## src/rtl/cmd_digit_scheduler_if.sv

```systemverilog
// Request/command bus between the digit requesters and the command-digit scheduler.
// Requesters hold iREQ until they see their oGNT pulse; the scheduler owns all o* signals.
interface cmd_digit_scheduler_if #(
   parameter int NREQ = 4
);
   logic [NREQ-1:0]   iREQ;
   logic [4*NREQ-1:0] iREQ_DIG;
   logic              iABORT;
   logic [NREQ-1:0]   oGNT;
   logic [3:0]        oDIG;
   logic              oVALID;
   logic              oBUSY;
   logic              oERR;

   modport master (
      output iREQ, iREQ_DIG, iABORT,
      input  oGNT, oDIG, oVALID, oBUSY, oERR
   );

   modport slave (
      input  iREQ, iREQ_DIG, iABORT,
      output oGNT, oDIG, oVALID, oBUSY, oERR
   );
endinterface

```

## src/rtl/cmd_digit_scheduler.sv

```systemverilog
// Round-robin sharer of the encoder command digit: grant -> hold HOLD_CYCLES -> IDLE_DIG gap.
// Grant is one edge after a request in IDLE; requests arriving in HOLD/GAP simply wait (not queued).
module cmd_digit_scheduler #(
   parameter int         NREQ        = 4,
   parameter int         HOLD_CYCLES = 1000,
   parameter int         GAP_CYCLES  = 2,
   parameter logic [3:0] IDLE_DIG    = 4'h8
)(
   input  logic                 iCLK,
   input  logic                 iRST,
   cmd_digit_scheduler_if.slave bus
);

   localparam int CMAX = (HOLD_CYCLES > GAP_CYCLES) ? HOLD_CYCLES : GAP_CYCLES;
   localparam int CW   = $clog2(CMAX + 1);
   localparam int PW   = $clog2(NREQ);
   localparam logic [CW-1:0] HOLD_LOAD = CW'(HOLD_CYCLES - 1);
   localparam logic [CW-1:0] GAP_LOAD  = (GAP_CYCLES > 0) ? CW'(GAP_CYCLES - 1) : '0;

   typedef enum logic [1:0] {
      S_IDLE,
      S_HOLD,
      S_GAP
   } state_t;

   state_t          r_state;
   logic [CW-1:0]   r_cnt;
   logic [PW-1:0]   r_ptr;
   logic [NREQ-1:0] r_gnt;
   logic [3:0]      r_dig;
   logic            r_valid;
   logic            r_busy;
   logic            r_err;

   logic            w_found;
   logic [PW-1:0]   w_win;
   logic [PW:0]     w_sum;
   logic [3:0]      w_dig;
   logic            w_legal;
   logic [PW-1:0]   w_ptr_nxt;

   // Search ptr, ptr+1, ... (mod NREQ) for the first active request.
   always_comb begin
      w_found = 1'b0;
      w_win   = '0;
      w_sum   = '0;
      for (int i = 0; i < NREQ; i++) begin
         w_sum = {1'b0, r_ptr} + (PW+1)'(i);
         if (w_sum >= (PW+1)'(NREQ)) begin
            w_sum = w_sum - (PW+1)'(NREQ);
         end
         if (!w_found && bus.iREQ[w_sum[PW-1:0]]) begin
            w_found = 1'b1;
            w_win   = w_sum[PW-1:0];
         end
      end
   end

   assign w_dig     = bus.iREQ_DIG[{w_win, 2'b00} +: 4];
   assign w_legal   = (w_dig >= 4'd1) && (w_dig <= 4'd8);
   assign w_ptr_nxt = (w_win == PW'(NREQ - 1)) ? '0 : w_win + PW'(1);

   always_ff @(posedge iCLK or posedge iRST) begin
      if (iRST) begin
         r_state <= S_IDLE;
         r_cnt   <= '0;
         r_ptr   <= '0;
         r_gnt   <= '0;
         r_dig   <= IDLE_DIG;
         r_valid <= 1'b0;
         r_busy  <= 1'b0;
         r_err   <= 1'b0;
      end else begin
         r_gnt <= '0;
         r_err <= 1'b0;
         if (bus.iABORT) begin
            r_state <= S_IDLE;
            r_cnt   <= '0;
            r_dig   <= IDLE_DIG;
            r_valid <= 1'b0;
            r_busy  <= 1'b0;
         end else begin
            case (r_state)
               S_IDLE: begin
                  if (w_found) begin
                     r_gnt <= {{(NREQ-1){1'b0}}, 1'b1} << w_win;
                     r_ptr <= w_ptr_nxt;
                     if (w_legal) begin
                        r_state <= S_HOLD;
                        r_cnt   <= HOLD_LOAD;
                        r_dig   <= w_dig;
                        r_valid <= 1'b1;
                        r_busy  <= 1'b1;
                     end else begin
                        // Illegal digits are consumed here and never reach the encoder.
                        r_err <= 1'b1;
                     end
                  end
               end
               S_HOLD: begin
                  if (r_cnt == '0) begin
                     r_dig   <= IDLE_DIG;
                     r_valid <= 1'b0;
                     if (GAP_CYCLES == 0) begin
                        r_state <= S_IDLE;
                        r_busy  <= 1'b0;
                     end else begin
                        r_state <= S_GAP;
                        r_cnt   <= GAP_LOAD;
                     end
                  end else begin
                     r_cnt <= r_cnt - CW'(1);
                  end
               end
               S_GAP: begin
                  if (r_cnt == '0) begin
                     r_state <= S_IDLE;
                     r_busy  <= 1'b0;
                  end else begin
                     r_cnt <= r_cnt - CW'(1);
                  end
               end
               default: begin
                  r_state <= S_IDLE;
                  r_cnt   <= '0;
                  r_dig   <= IDLE_DIG;
                  r_valid <= 1'b0;
                  r_busy  <= 1'b0;
               end
            endcase
         end
      end
   end

   assign bus.oGNT   = r_gnt;
   assign bus.oDIG   = r_dig;
   assign bus.oVALID = r_valid;
   assign bus.oBUSY  = r_busy;
   assign bus.oERR   = r_err;

endmodule

```

## src/flat_wrapper.sv

```systemverilog
// flat-port wrapper written by rule: the top's interface ports become plain ports
module cmd_digit_scheduler_flat 
#(
   parameter int         NREQ        = 4,
   parameter int         HOLD_CYCLES = 1000,
   parameter int         GAP_CYCLES  = 2,
   parameter logic [3:0] IDLE_DIG    = 4'h8
)
  (iCLK, iRST, bus_iREQ, bus_iREQ_DIG, bus_iABORT, bus_oGNT, bus_oDIG, bus_oVALID, bus_oBUSY, bus_oERR);
  cmd_digit_scheduler_if #(.NREQ(NREQ)) bus_i ();
  input  logic iCLK;
  input  logic iRST;
  input wire logic [$bits(bus_i.iREQ)-1:0] bus_iREQ;
  input wire logic [$bits(bus_i.iREQ_DIG)-1:0] bus_iREQ_DIG;
  input wire logic [$bits(bus_i.iABORT)-1:0] bus_iABORT;
  output wire logic [$bits(bus_i.oGNT)-1:0] bus_oGNT;
  output wire logic [$bits(bus_i.oDIG)-1:0] bus_oDIG;
  output wire logic [$bits(bus_i.oVALID)-1:0] bus_oVALID;
  output wire logic [$bits(bus_i.oBUSY)-1:0] bus_oBUSY;
  output wire logic [$bits(bus_i.oERR)-1:0] bus_oERR;
  assign bus_i.iREQ = bus_iREQ;
  assign bus_i.iREQ_DIG = bus_iREQ_DIG;
  assign bus_i.iABORT = bus_iABORT;
  assign bus_oGNT = bus_i.oGNT;
  assign bus_oDIG = bus_i.oDIG;
  assign bus_oVALID = bus_i.oVALID;
  assign bus_oBUSY = bus_i.oBUSY;
  assign bus_oERR = bus_i.oERR;
  cmd_digit_scheduler #(.NREQ(NREQ), .HOLD_CYCLES(HOLD_CYCLES), .GAP_CYCLES(GAP_CYCLES), .IDLE_DIG(IDLE_DIG)) u_core (.iCLK(iCLK), .iRST(iRST), .bus(bus_i));
endmodule
```

## config.mk

```make
export PLATFORM = sky130hd
export DESIGN_NAME = cmd_digit_scheduler_flat
export DESIGN_NICKNAME = d
export VERILOG_FILES = /design/src/rtl/cmd_digit_scheduler_if.sv /design/src/rtl/cmd_digit_scheduler.sv /design/src/flat_wrapper.sv
export SDC_FILE = /design/constraint.sdc
export NUM_CORES = 1
export LEC_CHECK = 0
export BUFFER_PORTS_ARGS = -buffer_cell sky130_fd_sc_hd__buf_2
export CORE_AREA = 2 2 79 81
export CTS_BUF_LIST = sky130_fd_sc_hd__clkbuf_2
export DETAILED_ROUTE_END_ITERATION = 8
export DIE_AREA = 0 0 81 83
export SYNTH_ARGS = -nofsm -noshare
export SYNTH_HDL_FRONTEND = slang
export SYNTH_SLANG_ARGS = --single-unit
```

## constraint.sdc

```tcl
create_clock -name iCLK -period 7.02 [get_ports iCLK]
set_input_delay 0 -clock iCLK [delete_from_list [all_inputs] [get_ports iCLK]]
set_output_delay 0 -clock iCLK [all_outputs]
set_load 0.03 [all_outputs]
```

# [Word-level counts from Yosys, hierarchy flattened]
# Index checks and enable logic that the tools add are counted.
[totals] register_bits=25 latchBits=0 ramBits=0 mem_bits_ro=0 in_bits=23 output_inout_bits=11 n_memories=0
[op_classes] n_addsub=9 multipliers=0 div=0 order_cmp=10 eq_ne=10 shift=2 n_mux=52 bitwise_logic=1 n_reduce_logical=14
[op_table] operator="$mux W10" count=5
[op_table] operator="$pmux W10 S3" count=1
[op_table] operator="$mux W2" count=14
[op_table] operator="$mux W4" count=7
[op_table] operator="$mux W1" count=17
[op_table] operator="$shiftx A16 B5 Y4" count=1
[op_table] operator="$lt A2 B3 Y1 const B" count=4
[op_table] operator="$ne A3 B2 Y1 const B" count=4
[op_table] operator="$pmux W4 S3" count=1
[op_table] operator="$reduce_and A4 Y1" count=3
[op_table] operator="$logic_not A10 Y1" count=1
[op_table] operator="$sub A10 B1 Y10 const B" count=1
[op_table] operator="$ge A3 B3 Y1 const B" count=3
[op_table] operator="$bmux W1 S2" count=4
[op_table] operator="$sub A2 B1 Y2 const B" count=4
[op_table] operator="$add A2 B2 Y3 const B" count=2
[op_table] operator="$pmux W1 S3" count=2
[op_table] operator="$pmux W2 S3" count=1
[op_table] operator="$reduce_and A3 Y1" count=2
[op_table] operator="$eq A2 B2 Y1 const B" count=2
[op_table] operator="$ge A4 B1 Y1 const B" count=1
[op_table] operator="$le A4 B4 Y1 const B" count=1
[op_table] operator="$logic_and A1 B1 Y1" count=4
[op_table] operator="$ne A2 B2 Y1 const B" count=2
[op_table] operator="9 further kinds" count=11

# [Longest topological paths before layout]
# Gate-level depths: netlist of the first run.
[logic_depth] word_depth=21 mapped_depth=11

# [Least setup slack after synthesis of the first run]
# OpenSTA, ideal clock, no wires.
[synth_timing] kind="reg2reg" start="register u_core.r_cnt[0]" end="register u_core.r_cnt[3]" setup_time_ps=134 arrival_time_ps=2265 setup_slack_ps=4621 stages_incl_launch_ff=12 n_path_buf=2 synth_period_minus_slack_ps=2399 cell_sequence="dfrtp_1 inv_1 ha_1 nand3_1 or3_1 clkbuf_1 o21ai_0 nor2b_1 mux2i_2 and2_4 buf_6 o32ai_2"
[synth_via] elab_chain_cells=4 elab_cells_between_ends=8
[synth_lines] element="from (decl)" line="cmd_digit_scheduler.sv:27" rtl="logic [CW-1:0] r_cnt;"
[synth_lines] element="from (signal assigned)" line="cmd_digit_scheduler.sv:112" rtl="r_cnt <= r_cnt - CW'(1);"
[synth_lines] element="from (signal assigned)" line="cmd_digit_scheduler.sv:120" rtl="r_cnt <= r_cnt - CW'(1);"
[synth_lines] element="$sub A10 B1 Y10 / $logic_not A10 Y1 (equally long branches)"
[synth_lines] element="$mux W10, on equally long branches" line="cmd_digit_scheduler.sv:116, cmd_digit_scheduler.sv:101"
[synth_lines] element="$pmux W10 S3" line="cmd_digit_scheduler.sv:83" rtl="case (r_state)"
[synth_lines] element="$mux W10" line="cmd_digit_scheduler.sv:76" rtl="if (bus.iABORT) begin"
# Parallel ways exist; a longest one is shown, timed or not. The select of a mux whose other input is x is not followed.
# A chain may end at the register's enable or synchronous reset.

# [Worst setup path after layout of the first run]
[layout_timing] start="register u_core.r_ptr[0]" end="register u_core.r_dig[0] (netlist: u_core.bus.oDIG[0])"
[layout_via] elab_chain_cells=19 elab_cells_between_ends=48
[layout_lines] element="from (decl)" line="cmd_digit_scheduler.sv:28" rtl="logic [PW-1:0] r_ptr;"
[layout_lines] element="from (signal assigned)" line="cmd_digit_scheduler.sv:87" rtl="r_ptr <= w_ptr_nxt;"
[layout_lines] element="branches (longest 19 deep; another with $add A2 B1 Y3)"
[layout_lines] element="to (signal assigned)" line="cmd_digit_scheduler.sv:91" rtl="r_dig <= w_dig;"
[layout_lines] element="to (decl)" line="cmd_digit_scheduler.sv:30" rtl="logic [3:0] r_dig;"
# Several ways; the timed one is not identified. The select of a mux whose other input is x is not followed.

==> metrics, run 1 <==
Synth Instances=197; crit-path max cell delay=0.81 ns; Crit path buffers/inverters=0; Skew-Pair Late Insertion Delay=0.34 ns; Die Y=83 um; WL/cell=12.7 um; YS warnings=0; Max-Cap Viols=0; CTS Sinks=25; syn_area_per_cell=9.06 um^2; worst r2r path cells=9; critical path type=flip-flop to flip-flop; worst hold slack=0.0671 ns; RSZ-0062 raised after global routing=no; Port Buffers=33; vias in the first global route=1,384; Async SR Flop Fraction=100%; CP Cell Sequence=nand2b_2 > a21oi_2 > a211oi_2 > mux2i_1 > mux2_2 > nand4_1 > nor2b_2 > a311oi_2 > a2bb2o_1; Seq/Total Area, Yosys=35.1%; Critical Path Slowest Stage Cell=a211oi_2; Post-CTS Setup Inserts=0; CP required=7.28 ns; I/O pin count=34; violation count after the first detailed-route iteration=59; Synth top area share=33.6%; DRC viols=0; H-tree depth=1; ys flop type=dfrtp_1; EDFF count, synth=0; CTS Buffer Depth=2; Final GP Congestion=0.765; CTS tree=built; Rows=28; TritonCTS buffer count=3; Max VDD drop=0.195 mV; Root Driver=clkbuf_2; dpl cell area=1990 um^2; first-pass GRT wire length=6450 um; Period Utilization, post-route=41.9%; antenna violations before repair=0; family with the most delay on the worst path=compound AO/OA/AOI/OAI gates; Clock Pin Slew Worst Setup and Hold Paths=0.24 ns; Fin Setup TNS=0 ns; Hold Fails Final Rpt=0; Post-DRT Antenna Nets=0; crit path capture type=flip-flop; Worst slew margin=34.9%; FMAX=340 MHz; leakage=0.918 nW; Area contributors post-synth=dfrtp_1, a21oi_1, mux2i_1; outcome=finished clean; ant diodes=0; Critical Path AT=3.20 ns; synthesized net count=225; pwr dens=370 nW/um^2; post-synth cell types=50; Routed WL=3810 um; final setup violating endpoints=0; dominant cell type by area after synthesis=dfrtp_1; Total GRT Usage=11.8%; first drt pass iteration count=4; HPWL after DPL=2960 um; largest net degree at the start of global routing=26; Initial Utilization=30.7%; skew final=0.00962 ns; final net count=255; crit path time final=2.94 ns; #FFs+latches synth=25; GRT overflow=0; Slew Viols, Final=0; path type of the worst min-delay path=input port to flip-flop; Max FO, Critical Path=11; total stage count of the critical path=9; die area=6720 um^2; Worst-Margin Slew=0.975 ns; layout cells sized above 1=28.3%; Vias=1,498; Die X-Extent=81 um; FILL cells=642; crit start category=flip-flop; via-per-instance ratio=4.98; cell area after layout=2020 um^2; synthesis-to-finish area growth=13.2%; Core Region=5820 um^2; mapped cell area=1790 um^2; Hold Crit Depth=2
## kinds of logic after synthesis
kind of cell	after synthesis	share of synthesized area [%]
AO/OA/AOI/OAI	62	27.4
XOR/XNOR	4	1.96
adder cells (fa/ha/maj)	5	3.50
buffers and inverters	29	7.15
flip-flops	25	35.1
multiplexers	14	8.41
AND/OR/NAND/NOR	58	16.5
## stage by stage
stage | cells | total power [W] | worst slack, ns | utilization [%]
2_1_floorplan | 197 | 0.000614 | 4.62 | -
3_3_place_gp | 296 | 0.000691 | 4.12 | 34.3
3_5_place_dp | 296 | 0.000699 | 4.06 | 34.3
4_1_cts | 301 | 0.000760 | 4.04 | 34.8
5_1_grt | 301 | 0.000817 | 3.80 | 34.8
6_report | 301 | 0.000748 | 4.08 | 34.8
## registers in the layout (all words and copies together), names as in the netlist
register	cells
u_core.bus.oGNT	4
u_core.r_ptr	2
u_core.bus.oBUSY	1
u_core.r_cnt	10
u_core.bus.oERR	1
u_core.bus.oDIG	4
u_core.r_state	2
u_core.bus.oVALID	1
## area by class of cell
cell class | instances | area [um^2] | share of cell area (%)
multi-input cells | 143 | 1030 | 51.0
flip-flops and latches | 25 | 627 | 31.0
repair buffers | 34 | 175 | 8.66
well taps | 75 | 93.8 | 4.64
inverters | 20 | 75.1 | 3.71
clock buffers | 4 | 20.0 | 0.990
## cells in the mapped netlist (3+ instances only)
cell type	instances
mux2_2	5
a211oi_1	4
mux2i_1	8
xnor2_1	3
o21ai_0	10
inv_1	20
ha_1	5
nor2_1	20
dfrtp_1	24
nor3_1	4
nand3_1	7
clkbuf_1	6
and2_1	4
a21oi_1	16
a211oi_2	6
nand2_1	10
## per-layer routing
layer,vias up,global-route usage (%),wire [um]
met5,-,0,0
met4,0,3.24,40
met3,4,0.978,92
met2,27,18.3,1790
met1,701,17.3,1890
li1,766,-,-
## worst paths after layout
path                                                  endpoint  slack [ns]                           start
worst max register to register  u_core.bus.oDIG[0]$_DFFE_PP0P_        4.08     u_core.r_ptr[0]$_DFFE_PP0P_
min in group asynchronous        u_core.r_state[1]$_DFFE_PP0P_        0.38                            iRST
worst max-delay path            u_core.bus.oDIG[0]$_DFFE_PP0P_        4.08     u_core.r_ptr[0]$_DFFE_PP0P_
max in group asynchronous         u_core.bus.oGNT[3]$_DFF_PP0_        6.06                            iRST
worst min register to register  u_core.bus.oDIG[0]$_DFFE_PP0P_        0.52  u_core.bus.oDIG[0]$_DFFE_PP0P_
worst min-delay path             u_core.r_state[1]$_DFFE_PP0P_        0.07                      bus_iABORT
## where the power goes
group | internal [W] | switching (W) | total (W) | leakage, nW
Combinational | 0.000178 | 0.000265 | 0.000443 | 0.580
Clock | 0.0000150 | 0.0000431 | 0.0000581 | 0.0166
Sequential | 0.000195 | 0.0000526 | 0.000247 | 0.321
## repair_timing
action                                 CTS  global route
gates resized for setup                  0             0
endpoints found under the hold margin   24             0
hold buffers                             1             0
## layout by cell type, fill, tap and decap left out, drive strengths merged, types with 2 or more instances in the layout
cell type,count
and2,5
nand2,10
xnor2,3
nand2b,2
a21oi,18
ha,5
nand3,8
a31oi,2
inv,20
buf,33
dfrtp,24
nor2,20
o22ai,2
o32ai,2
a311oi,3
o31ai,3
nor2b,3
o21ai,10
o2bb2ai,2
a21boi,2
nor3,5
a211oi,10
clkbuf,4
mux2i,9
mux2,5
(Power assumes the default switching activity.)
==> inputs of run 2 (changes only) <==
--- a/config.mk
+++ b/config.mk
@@ -5,11 +5,12 @@
 export SDC_FILE = /design/constraint.sdc
 export NUM_CORES = 1
 export LEC_CHECK = 0
+export ABC_AREA = 1
 export BUFFER_PORTS_ARGS = -buffer_cell sky130_fd_sc_hd__buf_2
-export CORE_AREA = 2 2 79 81
+export CORE_AREA = 2 2 85 87
 export CTS_BUF_LIST = sky130_fd_sc_hd__clkbuf_2
 export DETAILED_ROUTE_END_ITERATION = 8
-export DIE_AREA = 0 0 81 83
+export DIE_AREA = 0 0 87 89
 export SYNTH_ARGS = -nofsm -noshare
 export SYNTH_HDL_FRONTEND = slang
 export SYNTH_SLANG_ARGS = --single-unit
==> constraint.sdc (replaced) <==
create_clock -name iCLK -period 2.85 [get_ports iCLK]
set_input_delay 0 -clock iCLK [delete_from_list [all_inputs] [get_ports iCLK]]
set_output_delay 0 -clock iCLK [all_outputs]
set_load 0.03 [all_outputs]
==> run 2 against run 1 <==
Global-route usage up 0.47 points; clock skew up 0.014 ns; critical path depth up 9; clock-buffer cell count unchanged; wire length up 14%; clock power up 140%; worst setup slack worse by 3.8 ns; critical endpoint is now u_core.bus.oVALID$_DFFE_PP0P_; largest cell class unchanged.
==> metrics, run 2 <==
Die X-Extent=87 um (was 81 um); Initial Utilization=30.7% (about the same); CTS tree=built (unchanged); RSZ-0062 raised after global routing=no (unchanged); CTS Sinks=25 (unchanged); crit path capture type=flip-flop (unchanged); Crit Reg-Reg Startpoint=u_core.r_cnt[0]$_DFFE_PP0P_ (was u_core.r_ptr[0]$_DFFE_PP0P_); CP Cell Sequence=inv_1 > ha_1 > nand2_1 > or2_2 > nor3_1 > inv_1 > nor2_1 > inv_1 > nor2_1 > nand3_1 > inv_1 > nor2_1 > inv_1 > nand2_1 > inv_1 > nand3_2 > nand2_1 > nand2_1 (was nand2b_2 > a21oi_2 > a211oi_2 > mux2i_1 > mux2_2 > nand4_1 > nor2b_2 > a311oi_2 > a2bb2o_1); Synth Instances=298 (was 197); leakage=1.29 nW (was 0.918 nW); Synth top area share=29.2% (was 33.6%); I/O pin count=34 (unchanged); first drt pass iteration count=4 (unchanged); GRT overflow=0 (unchanged); #FFs+latches synth=25 (unchanged); Net Sw Frac=57.7% (was 48.2%); Worst Hold End=u_core.r_state[1]$_DFFE_PP0P_ (unchanged); layout cells sized above 1=26.2% (was 28.3%); Hold Fails Final Rpt=0 (unchanged); Root Driver=clkbuf_2 (unchanged); CTS Buffer Depth=2 (unchanged); Hold Crit Depth=3 (was 2); crit-path max cell delay=0.46 ns (was 0.81 ns); DRC viols=0 (unchanged); Max-Cap Viols=0 (unchanged); hold_sp=bus_iABORT (unchanged); Post-CTS Setup Inserts=0 (unchanged); WL/cell=10.6 um (was 12.7 um); Clk network pwr share=4.4% (was 7.8%); Area contributors post-synth=dfrtp_1, nand2_1, nand3_1 (was dfrtp_1, a21oi_1, mux2i_1); Die Y=89 um (was 83 um); Top cell by count, worst path=inv_1; most frequent cells in the layout=nand2_1, inv_1, nand3_1, buf_2, dfrtp_1 (was buf_2, dfrtp_1, inv_1, nor2_1, a21oi_1); H-tree depth=1 (unchanged); Clock Pin Slew Worst Setup and Hold Paths=0.23 ns (was 0.24 ns); Port Buffers=33 (unchanged); FMAX=392 MHz (was 340 MHz); CP required=3.10 ns (was 7.28 ns); mapped cell area=2060 um^2 (was 1790 um^2); Max FO, Critical Path=6 (was 11); Seq/Total Area, Yosys=30.4% (was 35.1%); Crit path buffers/inverters=6 (was 0); ant diodes=0 (unchanged); Async SR Flop Fraction=100% (unchanged); Core Region=6720 um^2 (was 5820 um^2); max reg flops=10 (unchanged); commonest non-fill, non-tap cell in the layout=nand2_1 (was buf_2); Fin Setup TNS=0 ns (unchanged); path type of the worst min-delay path=input port to flip-flop (unchanged); antenna violations before repair=0 (unchanged); outcome=finished clean (unchanged); dominant cell type by area after synthesis=dfrtp_1 (unchanged); Total GRT Usage=12.2% (was 11.8%); Post-DRT Antenna Nets=0 (unchanged); first-pass GRT wire length=7660 um (was 6450 um); synthesis-to-finish area growth=12.7% (was 13.2%); Slew Viols, Final=0 (unchanged); synthesized net count=326 (was 225); vias in the first global route=1,742 (was 1,384); YS warnings=0 (unchanged); largest register by flop count=u_core.r_cnt (unchanged); final setup violating endpoints=0 (unchanged); Reg-to-Reg End=u_core.bus.oVALID$_DFFE_PP0P_ (was u_core.bus.oDIG[0]$_DFFE_PP0P_); die area=7740 um^2 (was 6720 um^2); worst r2r path cells=18 (was 9); critical path type=flip-flop to flip-flop (unchanged); Reg2Reg Setup Slack=0.30 ns (was 4.08 ns); syn_area_per_cell=6.91 um^2 (was 9.06 um^2); HPWL after DPL=3470 um (was 2960 um); dpl cell area=2280 um^2 (was 1990 um^2); largest net degree at the start of global routing=26 (unchanged); top-count cell post-synth=nand2_1 (was dfrtp_1); TritonCTS buffer count=3 (unchanged); violation count after the first detailed-route iteration=89 (was 59); Seq pwr share=20.2% (was 33.0%); Skew-Pair Late Insertion Delay=0.35 ns (was 0.34 ns); skew final=0.0236 ns (was 0.00962 ns); Final GP Congestion=0.785 (was 0.765); EDFF count, synth=0 (unchanged); Period Utilization, post-route=89.5% (was 41.9%); Logic pwr share=75.4% (was 59.2%); cell area after layout=2320 um^2 (was 2020 um^2); Vias=1,858 (was 1,498); Post-synth top cells=nand2_1, inv_1, nand3_1 (was dfrtp_1, inv_1, nor2_1); Psw=0.00182 W (was 0.000361 W); Critical Path Slowest Stage Cell=dfrtp_1 (was a211oi_2); Worst slew margin=36.9% (was 34.9%); crit path time final=2.55 ns (was 2.94 ns); final net count=361 (was 255); crit start category=flip-flop (unchanged); pwr dens=1360 nW/um^2 (was 370 nW/um^2); ys flop type=dfrtp_1 (unchanged); Critical Path AT=2.80 ns (was 3.20 ns); internal power=0.00133 W (was 0.000387 W); family with the most delay on the worst path=simple AND/OR/NAND/NOR gates (was compound AO/OA/AOI/OAI gates); Max VDD drop=0.511 mV (was 0.195 mV); Rows=30 (was 28); via-per-instance ratio=4.51 (was 4.98); Routed WL=4350 um (was 3810 um); post-synth cell types=33 (was 50); Worst-Margin Slew=0.946 ns (was 0.975 ns)
[run 2: cell types whose count changed after synthesis, moves of 6 or more]
cell and delta:
o21ai_2 +9, inv_1 +20, mux2i_1 -8, a21oi_1 -13, nand3_1 +27, nand2_2 +16, nand2_1 +81, a211oi_2 -6
[run 2: how the worst max path moves through the flow]
stage | start | end | slack, ns | cells after the start
6_report | u_core.r_cnt[0]$_DFFE_PP0P_ | u_core.bus.oVALID$_DFFE_PP0P_ | 0.30 | 18
5_1_grt | u_core.r_ptr[0]$_DFFE_PP0P_ | u_core.r_cnt[8]$_DFFE_PP0P_ | 0.02 | 17
4_1_cts | u_core.r_ptr[0]$_DFFE_PP0P_ | u_core.bus.oVALID$_DFFE_PP0P_ | 0.07 | 19
3_5_place_dp | u_core.r_ptr[0]$_DFFE_PP0P_ | u_core.bus.oVALID$_DFFE_PP0P_ | 0.12 | 19
3_3_place_gp | u_core.r_ptr[0]$_DFFE_PP0P_ | u_core.bus.oVALID$_DFFE_PP0P_ | 0.17 | 19
2_1_floorplan | u_core.r_cnt[0]$_DFFE_PP0P_ | u_core.bus.oVALID$_DFFE_PP0P_ | 0.58 | 18
[run 2: area by class of cell]
class,count,area [um^2]
Fill cell,711,4400
Tap cell,80,100
Sequential cell,25,628
Multi-Input combinational cell,223,1220
Timing Repair Buffer,36,190
Inverter,44,165
Clock buffer,4,20.0
[run 2: what timing repair did]
action                                  CTS  global route
hold buffers                              1             0
endpoints found under the hold margin    24             0
gates resized for setup                   0             3
endpoints found under the setup margin    0            17
[run 2: per-stage QoR]
stage	total power (W)	setup WS [ns]	hold WS, ns	std cells	utilization, %
2_1_floorplan	0.00269	0.584	0.0266	298	-
5_1_grt	0.00354	0.0159	0.00424	412	34.5
3_5_place_dp	0.00301	0.119	0.276	407	33.9
3_3_place_gp	0.00298	0.173	0.275	407	33.9
6_report	0.00315	0.300	0.0196	412	34.5
4_1_cts	0.00315	0.0743	0.000868	412	34.3
[run 2: routing by layer]
| metal | wire length, um | global-route usage, % |
|---|---|---|
| met4 | 53 | 4.69 |
| met2 | 1910 | 18.7 |
| met3 | 124 | 1.29 |
| met5 | 0 | 0 |
| met1 | 2270 | 17.7 |
[run 2: cell families (layout without fill, tap and decap cells)]
group / after synthesis / after routing / share of synthesized area [%]
compound gates: 26 / 26 / 8.38
xor+xnor: 3 / 3 / 1.28
fa+ha+maj: 5 / 5 / 3.04
buf+inv: 50 / 84 / 11.1
flops: 25 / 25 / 30.4
simple gates: 189 / 189 / 45.8
[run 2: power by group through the flow]
stage               Sequential (W)  Combinational [W]  Clock, W
floorplan                 0.000709            0.00198         0
global placement          0.000641            0.00234         0
detailed placement        0.000642            0.00236         0
CTS                       0.000635            0.00237  0.000148
global route              0.000659            0.00272  0.000163
finish                    0.000637            0.00237  0.000139
[run 2: tightest hold or removal path, stage by stage]
cell	delay, ns
buf_2	0.15
or4_1	0.12
o21ai_0	0.08
==> inputs of run 3 (changes only) <==
--- a/config.mk
+++ b/config.mk
@@ -5,12 +5,12 @@
 export SDC_FILE = /design/constraint.sdc
 export NUM_CORES = 1
 export LEC_CHECK = 0
-export ABC_AREA = 1
+export ABC_AREA = 0
 export BUFFER_PORTS_ARGS = -buffer_cell sky130_fd_sc_hd__buf_2
-export CORE_AREA = 2 2 85 87
+export CORE_AREA = 2 2 79 81
 export CTS_BUF_LIST = sky130_fd_sc_hd__clkbuf_2
 export DETAILED_ROUTE_END_ITERATION = 8
-export DIE_AREA = 0 0 87 89
+export DIE_AREA = 0 0 81 83
 export SYNTH_ARGS = -nofsm -noshare
 export SYNTH_HDL_FRONTEND = slang
 export SYNTH_SLANG_ARGS = --single-unit
==> run 3 against run 2 <==
Register-to-register slack better by 0.03 ns; non-clock buffer count is 2 higher; sequential power is 3.8% lower; largest cell class unchanged; largest power group unchanged.
==> metrics, run 3 (synthesis results as in run 1) <==
Initial Utilization=30.7% (about the same); HPWL after DPL=2930 um (was 3470 um); Worst slew margin=35.4% (was 36.9%); largest net degree at the start of global routing=26 (unchanged); Critical Path Slowest Stage Cell=dfrtp_1 (unchanged); final design utilization=35.5% (was 34.5%); placed cell count=300 (was 407); Slew Viols, Final=0 (unchanged); first-pass GRT wire length=6990 um (was 7660 um); CTS Sinks=25 (unchanged); Final Non-Filler Cells=305 (was 412); multi-input logic area=1040 um^2 (was 1220 um^2); crit start category=flip-flop (unchanged); via-per-instance ratio=5.08 (was 4.51); Total GRT Usage=12.6% (was 12.2%); antenna violations before repair=0 (unchanged); Max-Cap Viols=0 (unchanged); Hold Fails Final Rpt=0 (unchanged); final net count=259 (was 361); CTS tree=built (unchanged); crit path time final=2.52 ns (was 2.55 ns); Post-DRT Antenna Nets=0 (unchanged); H-tree depth=1 (unchanged); critical path type=flip-flop to flip-flop (unchanged); Routed WL=3980 um (was 4350 um); Max FO, Critical Path=9 (was 6); crit path capture type=flip-flop (unchanged); Critical Path AT=2.80 ns (about the same); outcome=finished clean (unchanged); vias in the first global route=1,539 (was 1,742); ant diodes=0 (unchanged); Final GP Congestion=0.854 (was 0.785); first drt pass iteration count=4 (unchanged); Max VDD drop=0.322 mV (was 0.511 mV); layout cells sized above 1=30.4% (was 26.2%); synthesis-to-finish area growth=15.5% (was 12.7%); final setup violating endpoints=0 (unchanged); pwr dens=917 nW/um^2 (was 1360 nW/um^2); Vias=1,548 (was 1,858); Post-CTS Setup Inserts=0 (unchanged); FMAX=397 MHz (was 392 MHz); Port Buffers=33 (unchanged); RSZ-0062 raised after global routing=no (unchanged); DRC viols=0 (unchanged); skew final=0.0129 ns (was 0.0236 ns); Setup WS post-layout=0.334 ns (was 0.300 ns); TritonCTS buffer count=3 (unchanged); Seq. cell area=627 um^2 (was 628 um^2); cell area after layout=2060 um^2 (was 2320 um^2); GRT overflow=0 (unchanged); max reg flops=10 (unchanged); Die X-Extent=81 um (was 87 um); largest register by flop count=u_core.r_cnt (unchanged); Clock Pin Slew Worst Setup and Hold Paths=0.26 ns (was 0.23 ns); dpl cell area=2020 um^2 (was 2280 um^2); Root Driver=clkbuf_2 (unchanged); CP required=3.14 ns (was 3.10 ns); Skew-Pair Late Insertion Delay=0.38 ns (was 0.35 ns); CP Cell Sequence=inv_1 > ha_1 > nand3_2 > or3_4 > o21ai_0 > nor2b_1 > mux2i_2 > and2_4 > o32ai_2 (was inv_1 > ha_1 > nand2_1 > or2_2 > nor3_1 > inv_1 > nor2_1 > inv_1 > nor2_1 > nand3_1 > inv_1 > nor2_1 > inv_1 > nand2_1 > inv_1 > nand3_2 > nand2_1 > nand2_1); Rows=28 (was 30); most frequent cells in the layout=buf_2, dfrtp_1, inv_1, nor2_1, a21oi_1 (was nand2_1, inv_1, nand3_1, buf_2, dfrtp_1); die area=6720 um^2 (was 7740 um^2); crit-path max cell delay=0.45 ns (was 0.46 ns); Die Y=83 um (was 89 um); WL/cell=13.0 um (was 10.6 um); Worst-Margin Slew=0.968 ns (was 0.946 ns); FILL cells=633 (was 711); CTS Buffer Depth=2 (unchanged); Period Utilization, post-route=88.3% (was 89.5%); leakage=0.940 nW (was 1.29 nW); I/O pin count=34 (unchanged); Placement Setup Slack=0.238 ns (was 0.119 ns); Core Region=5820 um^2 (was 6720 um^2); violation count after the first detailed-route iteration=125 (was 89); commonest non-fill, non-tap cell in the layout=buf_2 (was nand2_1); path type of the worst min-delay path=input port to flip-flop (unchanged); Fin Setup TNS=0 ns (unchanged)
-- run 3: changes by cell type in the layout (fill, tap and decap cells not counted), moves of 8 or more --
| cell | change |
|---|---|
| mux2i_1 | +8 |
| o21ai_2 | -9 |
| a21oi_1 | +13 |
| nand2_1 | -81 |
| nand3_1 | -27 |
| inv_1 | -20 |
| nand2_2 | -16 |
-- run 3: path summary, 6_finish.rpt --
path / startpoint / endpoint / slack (ns) / depth (start not counted)
worst max-delay path: u_core.r_cnt[0]$_DFFE_PP0P_ / u_core.r_cnt[3]$_DFFE_PP0P_ / 0.33 / 9
worst min-delay path: bus_iREQ[1] / u_core.r_ptr[0]$_DFFE_PP0P_ / 0.02 / 3
worst max register to register: u_core.r_cnt[0]$_DFFE_PP0P_ / u_core.r_cnt[3]$_DFFE_PP0P_ / 0.33 / 9
worst min register to register: u_core.bus.oDIG[2]$_DFFE_PP0P_ / u_core.bus.oDIG[2]$_DFFE_PP0P_ / 0.53 / 1
max in group asynchronous: iRST / u_core.r_cnt[1]$_DFFE_PP0P_ / 1.92 / 3
min in group asynchronous: iRST / u_core.bus.oGNT[2]$_DFF_PP0_ / 0.34 / 3
-- run 3: through the flow --
step	total power, W	hold WS, ns
2_1_floorplan	0.00151	0.0266
3_3_place_gp	0.00173	0.270
3_5_place_dp	0.00174	0.282
4_1_cts	0.00189	0.0180
5_1_grt	0.00206	0.0144
6_report	0.00189	0.0210
-- run 3: power by group --
part | switching [W] | total (W) | internal (W)
combinational | 0.000667 | 0.00113 | 0.000460
clock | 0.000120 | 0.000151 | 0.0000318
sequential | 0.000134 | 0.000613 | 0.000479
total | 0.000920 | 0.00189 | 0.000971
-- run 3: per-layer routing --
layer / vias up / GRT usage, % / part of all wire, %
met1: 742 / 17.1 / 47
met2: 29 / 20.7 / 49
met5: - / 0 / 0
met3: 5 / 1.20 / 2.2
met4: 0 / 4.31 / 1.5
li1: 772 / - / -
-- run 3: cell type report --
class,count,share of cell area (%)
multi-input combinational,143,50.5
tap,75,4.55
inverter,20,3.64
clock buffer,3,0.728
clock inverter,1,0.243
sequential,25,30.4
timing repair buffer,38,9.95
-- run 3: repair_timing --
item	CTS	global route
gates resized for setup	0	2
setup endpoints to repair	0	9
endpoints found under the hold margin	24	0
hold buffers	1	0
-- run 3: critical path: cells and delay by family (launching register included) --
family,cells,cell delay (ns)
AND/OR/NAND/NOR,4,1.00
flip-flops,1,0.45
AO/OA/AOI/OAI,2,0.36
adder cells (fa/ha/maj),1,0.25
multiplexers,1,0.23
buffers and inverters,1,0.13
